$ cat src/rtl/led_pattern_scheduler.sv
// LED pattern scheduler: steps through a 4-entry {colour, dwell} table,
// either manually while paused or on a millisecond timebase while running.
module led_pattern_scheduler #(
  parameter int unsigned TICK_DIV = 12000,
  parameter int unsigned DWELL_W  = 8
) (
  input  logic               clk,
  input  logic               rst,
  input  logic               play_pulse,
  input  logic               step_pulse,
  input  logic               wr_en,
  input  logic [1:0]         wr_addr,
  input  logic [2:0]         wr_color,
  input  logic [DWELL_W-1:0] wr_dwell,
  output logic [2:0]         rgb,
  output logic               running,
  output logic [1:0]         step_idx
);

  localparam int unsigned    PreW   = (TICK_DIV > 1) ? $clog2(TICK_DIV) : 1;
  localparam logic [PreW-1:0] PreMax = PreW'(TICK_DIV - 1);

  // Two legal codes out of four so a corrupted register is detectable.
  typedef enum logic [1:0] {
    StPaused  = 2'b01,
    StRunning = 2'b10
  } state_e;

  state_e             state_q, state_d;
  logic [1:0]         step_q, step_d;
  logic [PreW-1:0]    pre_q, pre_d;
  logic [DWELL_W-1:0] ms_q, ms_d;

  logic [2:0]         color_q [4];
  logic [DWELL_W-1:0] dwell_q [4];

  logic [DWELL_W-1:0] dwell_cur;
  logic [DWELL_W:0]   dwell_eff;
  logic [DWELL_W:0]   ms_inc;

  // Dwell of zero is treated as one millisecond; the table read is pre-write.
  always_comb begin
    dwell_cur = dwell_q[step_q];
    dwell_eff = (dwell_cur == '0) ? (DWELL_W + 1)'(1) : {1'b0, dwell_cur};
    ms_inc    = {1'b0, ms_q} + (DWELL_W + 1)'(1);
  end

  // Next-state: play toggles and wins over everything, then step/advance.
  always_comb begin
    state_d = state_q;
    step_d  = step_q;
    pre_d   = pre_q;
    ms_d    = ms_q;
    case (state_q)
      StPaused: begin
        pre_d = '0;
        if (play_pulse) begin
          state_d = StRunning;
          ms_d    = '0;
        end else if (step_pulse) begin
          step_d = step_q + 2'd1;
          ms_d   = '0;
        end
      end
      StRunning: begin
        if (play_pulse) begin
          state_d = StPaused;
          pre_d   = '0;
          ms_d    = '0;
        end else if (pre_q == PreMax) begin
          // Millisecond tick: prescaler wraps, dwell accounting advances.
          pre_d = '0;
          if (ms_inc >= dwell_eff) begin
            step_d = step_q + 2'd1;
            ms_d   = '0;
          end else begin
            ms_d = ms_inc[DWELL_W-1:0];
          end
        end else begin
          pre_d = pre_q + PreW'(1);
        end
      end
      default: begin
        state_d = StPaused;
        pre_d   = '0;
        ms_d    = '0;
      end
    endcase
  end

  // Control state registers with asynchronous reset.
  always_ff @(posedge clk or posedge rst) begin
    if (rst) begin
      state_q <= StPaused;
      step_q  <= 2'd0;
      pre_q   <= '0;
      ms_q    <= '0;
    end else begin
      state_q <= state_d;
      step_q  <= step_d;
      pre_q   <= pre_d;
      ms_q    <= ms_d;
    end
  end

  // Pattern table: reset to R, G, B, off at 250 ms each; writable in any state.
  always_ff @(posedge clk or posedge rst) begin
    if (rst) begin
      color_q[0] <= 3'b001;
      color_q[1] <= 3'b010;
      color_q[2] <= 3'b100;
      color_q[3] <= 3'b000;
      dwell_q[0] <= DWELL_W'(250);
      dwell_q[1] <= DWELL_W'(250);
      dwell_q[2] <= DWELL_W'(250);
      dwell_q[3] <= DWELL_W'(250);
    end else if (wr_en) begin
      color_q[wr_addr] <= wr_color;
      dwell_q[wr_addr] <= wr_dwell;
    end
  end

  // Outputs: LED drive is active-low and follows the table combinationally.
  always_comb begin
    rgb      = ~color_q[step_q];
    running  = (state_q == StRunning);
    step_idx = step_q;
  end

endmodule

$ cat config.mk
export PLATFORM = sky130hd
export DESIGN_NAME = led_pattern_scheduler
export DESIGN_NICKNAME = d
export VERILOG_FILES = /design/src/rtl/led_pattern_scheduler.sv
export SDC_FILE = /design/constraint.sdc
export NUM_CORES = 1
export LEC_CHECK = 0
export BUFFER_PORTS_ARGS = -buffer_cell sky130_fd_sc_hd__buf_2
export CORE_MARGIN = 2
export CORE_UTILIZATION = 50
export DETAILED_ROUTE_END_ITERATION = 12
export PLACE_DENSITY_LB_ADDON = 0.05
export SLEW_MARGIN = 10
export SYNTH_ARGS = -nofsm -noshare
export SYNTH_HDL_FRONTEND = slang
export SYNTH_SLANG_ARGS = --single-unit
$ cat constraint.sdc
create_clock -name clk -period 3.4 [get_ports clk]
set_input_delay 0.34 -clock clk [delete_from_list [all_inputs] [get_ports clk]]
set_output_delay 0.34 -clock clk [all_outputs]
set_load 0.02 [all_outputs]
==> results.sh <==
export IMPL_synth_cell_types=40
export IMPL_fin_crit_ns=2.99
export IMPL_area_delta_synth_final_pct=13.1
export IMPL_synth_most_common_cell="mux2_2"
export IMPL_postCtsSetupBuffers=0
export IMPL_cts_inserted_buffers=9
export IMPL_hpwl_mm=4.52
export IMPL_syn_area_per_cell_sq_um=12.2
export IMPL_cts_root_buf="clkbuf_8"
export IMPL_cts_tree="yes"
export IMPL_worstPathMaxFanout=9
export IMPL_dpl_cell_area_sq_um=3720
export IMPL_design_core_area_sq_um=6790
export IMPL_crit_path_end_kind="flop"
export IMPL_clkLatencyLatePin_ns=0.35
export IMPL_synth_edf_count=0
export IMPL_postRouteAntennaNets=0
export IMPL_tightestPinTransition_ns=1.04
export IMPL_ioPinCount=24
export IMPL_period_share_pct=87.8
export IMPL_synth_area_leaders="dfrtp_1, dfstp_2, mux2_2"
export IMPL_cts_max_level=3
export IMPL_vias_per_cell=5.35
export IMPL_drt_iter0_drc=75
export IMPL_grt_pass1_vias=2198
export IMPL_timing_hold_ws_ns=0.255
export IMPL_diodes=0
export IMPL_ys_ff_latch=70
export IMPL_rows=30
export IMPL_powerDensity_nw_per_um2=628
export IMPL_p_leak_nw=1.68
export IMPL_hold_path_class="in -> reg"
export IMPL_drt_total_wl_mm=6.44
export IMPL_grt_ovfl_total=0
export IMPL_crit_family="compound AO/OA/AOI/OAI gates"
export IMPL_grt_setup_unrepaired="false"
export IMPL_dieArea_sq_um=7680
export IMPL_fmax_mhz=335
export IMPL_clock_skew_ns=0.0120
export IMPL_die_width_um=87.6
export IMPL_setup_viol=0
export IMPL_grt_pass1_wl_mm=10.9
export IMPL_wl_per_cell_um=15.4
export IMPL_setup_slack_ns=0.414
export IMPL_io_buffer_count=23
export IMPL_synthTopCellsByCount="mux2_2, dfrtp_1, dfstp_2"
export IMPL_final_area_sq_um=3960
export IMPL_instances_no_fill=417
export IMPL_async_flop_share_pct=100
export IMPL_vias=2231
export IMPL_clkTransAtPathRegs_ns=0.09
export IMPL_max_stage_delay_ns=0.64
export IMPL_syn_inst=286
export IMPL_start_util_pct=51.5
export IMPL_place_inst=400
export IMPL_slew_headroom_pct=30.6
export IMPL_first_pass_iters=4
export IMPL_synth_seq_area_share_pct=51.1
export IMPL_nFillCells=571
export IMPL_place_ws_ns=0.363
export IMPL_crit_type="reg -> reg"
export IMPL_hold_violations=0
export IMPL_gp_congestion=0.761
export IMPL_yosysWarnings=0
export IMPL_ctsLongestPathBuffers=2
export IMPL_fin_setup_tns_ns=0
export IMPL_ir_drop_v=0.000332
export IMPL_status="finished, final reports clean"
export IMPL_grt_start_max_net_pins=29
export IMPL_cp_num_buf_inv=0
export IMPL_nNetsFinal=344
export IMPL_antenna_found_initial=0
export IMPL_critical_path_cell_chain="mux4_2 -> nor4_1 -> a41o_1 -> ha_1 -> nor2b_1 -> o21ai_0 -> a21oi_1 -> nand3b_1 -> o22ai_1"
export IMPL_drive_above_1_share_pct=40.5
export IMPL_cp_start_kind="flop"
export IMPL_clock_sinks=70
export IMPL_drc=0
export IMPL_critPathRequiredTime_ns=3.67
export IMPL_power_mw=2.49
export IMPL_fin_util_pct=58.2
export IMPL_syn_nets=314
export IMPL_fp_dieH_um=87.6
export IMPL_critPathSlowestCell="dfrtp_1"
export IMPL_maxCapViolCount=0
export IMPL_grt_total_usage_pct=18.8
export IMPL_synth_top_area_cell="dfrtp_1"
export IMPL_syn_area_sq_um=3500
export IMPL_critical_path_arrival_ns=3.25
export IMPL_yosys_most_used_dff="dfrtp_1"
export IMPL_slew_viol_final=0
export IMPL_yosys_area_top_type_share_pct=30.1
==> area by class of cell <==
class | count | area, sq um | share of cell area, %
Clock inverter | 5 | 61.3 | 1.55
Clock buffer | 11 | 163 | 4.11
Tap cell | 96 | 120 | 3.04
Timing Repair Buffer | 28 | 155 | 3.92
Sequential cell | 70 | 1790 | 45.2
Inverter | 19 | 71.3 | 1.80
Multi-Input combinational cell | 188 | 1600 | 40.4
==> timing repair <==
item | CTS | global route
hold endpoints to repair | 16 | 0
resized for setup | 0 | 0
setup endpoints to repair | 0 | 0
hold buffers | 1 | 0
==> cell usage in the layout (no fill, tap or decap), types with 10 or more instances in the layout <==
cell type	instances
dfrtp_1	42
dfstp_2	28
mux2_2	44
nor2_1	18
xor2_1	11
inv_1	18
buf_2	23
mux4_2	11
nand3_1	14
ha_1	10
nand2_1	21
clkbuf_8	10
==> power breakdown <==
group          switching (mW)  total (mW)  internal (mW)
clock                   0.333       0.740          0.408
combinational           0.319       0.659          0.340
sequential             0.0901        1.09          0.997
==> sequential cells by signal (all words and copies together) (netlist names) <==
register  count
color_q      12
dwell_q      32
ms_q          8
pre_q        14
state_q       2
step_idx      2
==> final timing paths <==
| check | from | endpoint | slack [ns] | cells after the start |
|---|---|---|---|---|
| worst min-delay path | wr_dwell[5] | dwell_q[21] | 0.25 | 2 |
| worst max-delay path | step_idx[1] | ms_q[2] | 0.41 | 9 |
| max in group asynchronous | rst | dwell_q[20] | 2.08 | 4 |
| worst min register to register | pre_q[0] | pre_q[0] | 0.48 | 1 |
| worst max register to register | step_idx[1] | ms_q[2] | 0.41 | 9 |
| min in group asynchronous | rst | pre_q[10] | 0.55 | 3 |
==> metal layers <==
layer	part of all wire (%)	global-route usage [%]
met2	47	28.4
met3	2.6	4.24
met4	1.8	7.97
met5	0	0
met1	48	26.3
==> worst register-to-register path, delay by kind of cell, from the launching register on <==
family	cells	cell delay [ns]
mux	1	0.58
compound gates	4	0.92
fa+ha+maj	1	0.22
flops	1	0.64
simple gates	3	0.55
==> cells by family (layout without fill, tap and decap cells) <==
logic type	count (synthesis)	in the layout	synth area share, %
simple gates	78	78	11.1
flops	70	70	51.1
mux	55	55	21.3
buf+inv	28	63	3.33
compound gates	27	27	5.12
xor+xnor	18	18	4.51
fa+ha+maj	10	10	3.58
(Power assumes the default switching activity.)
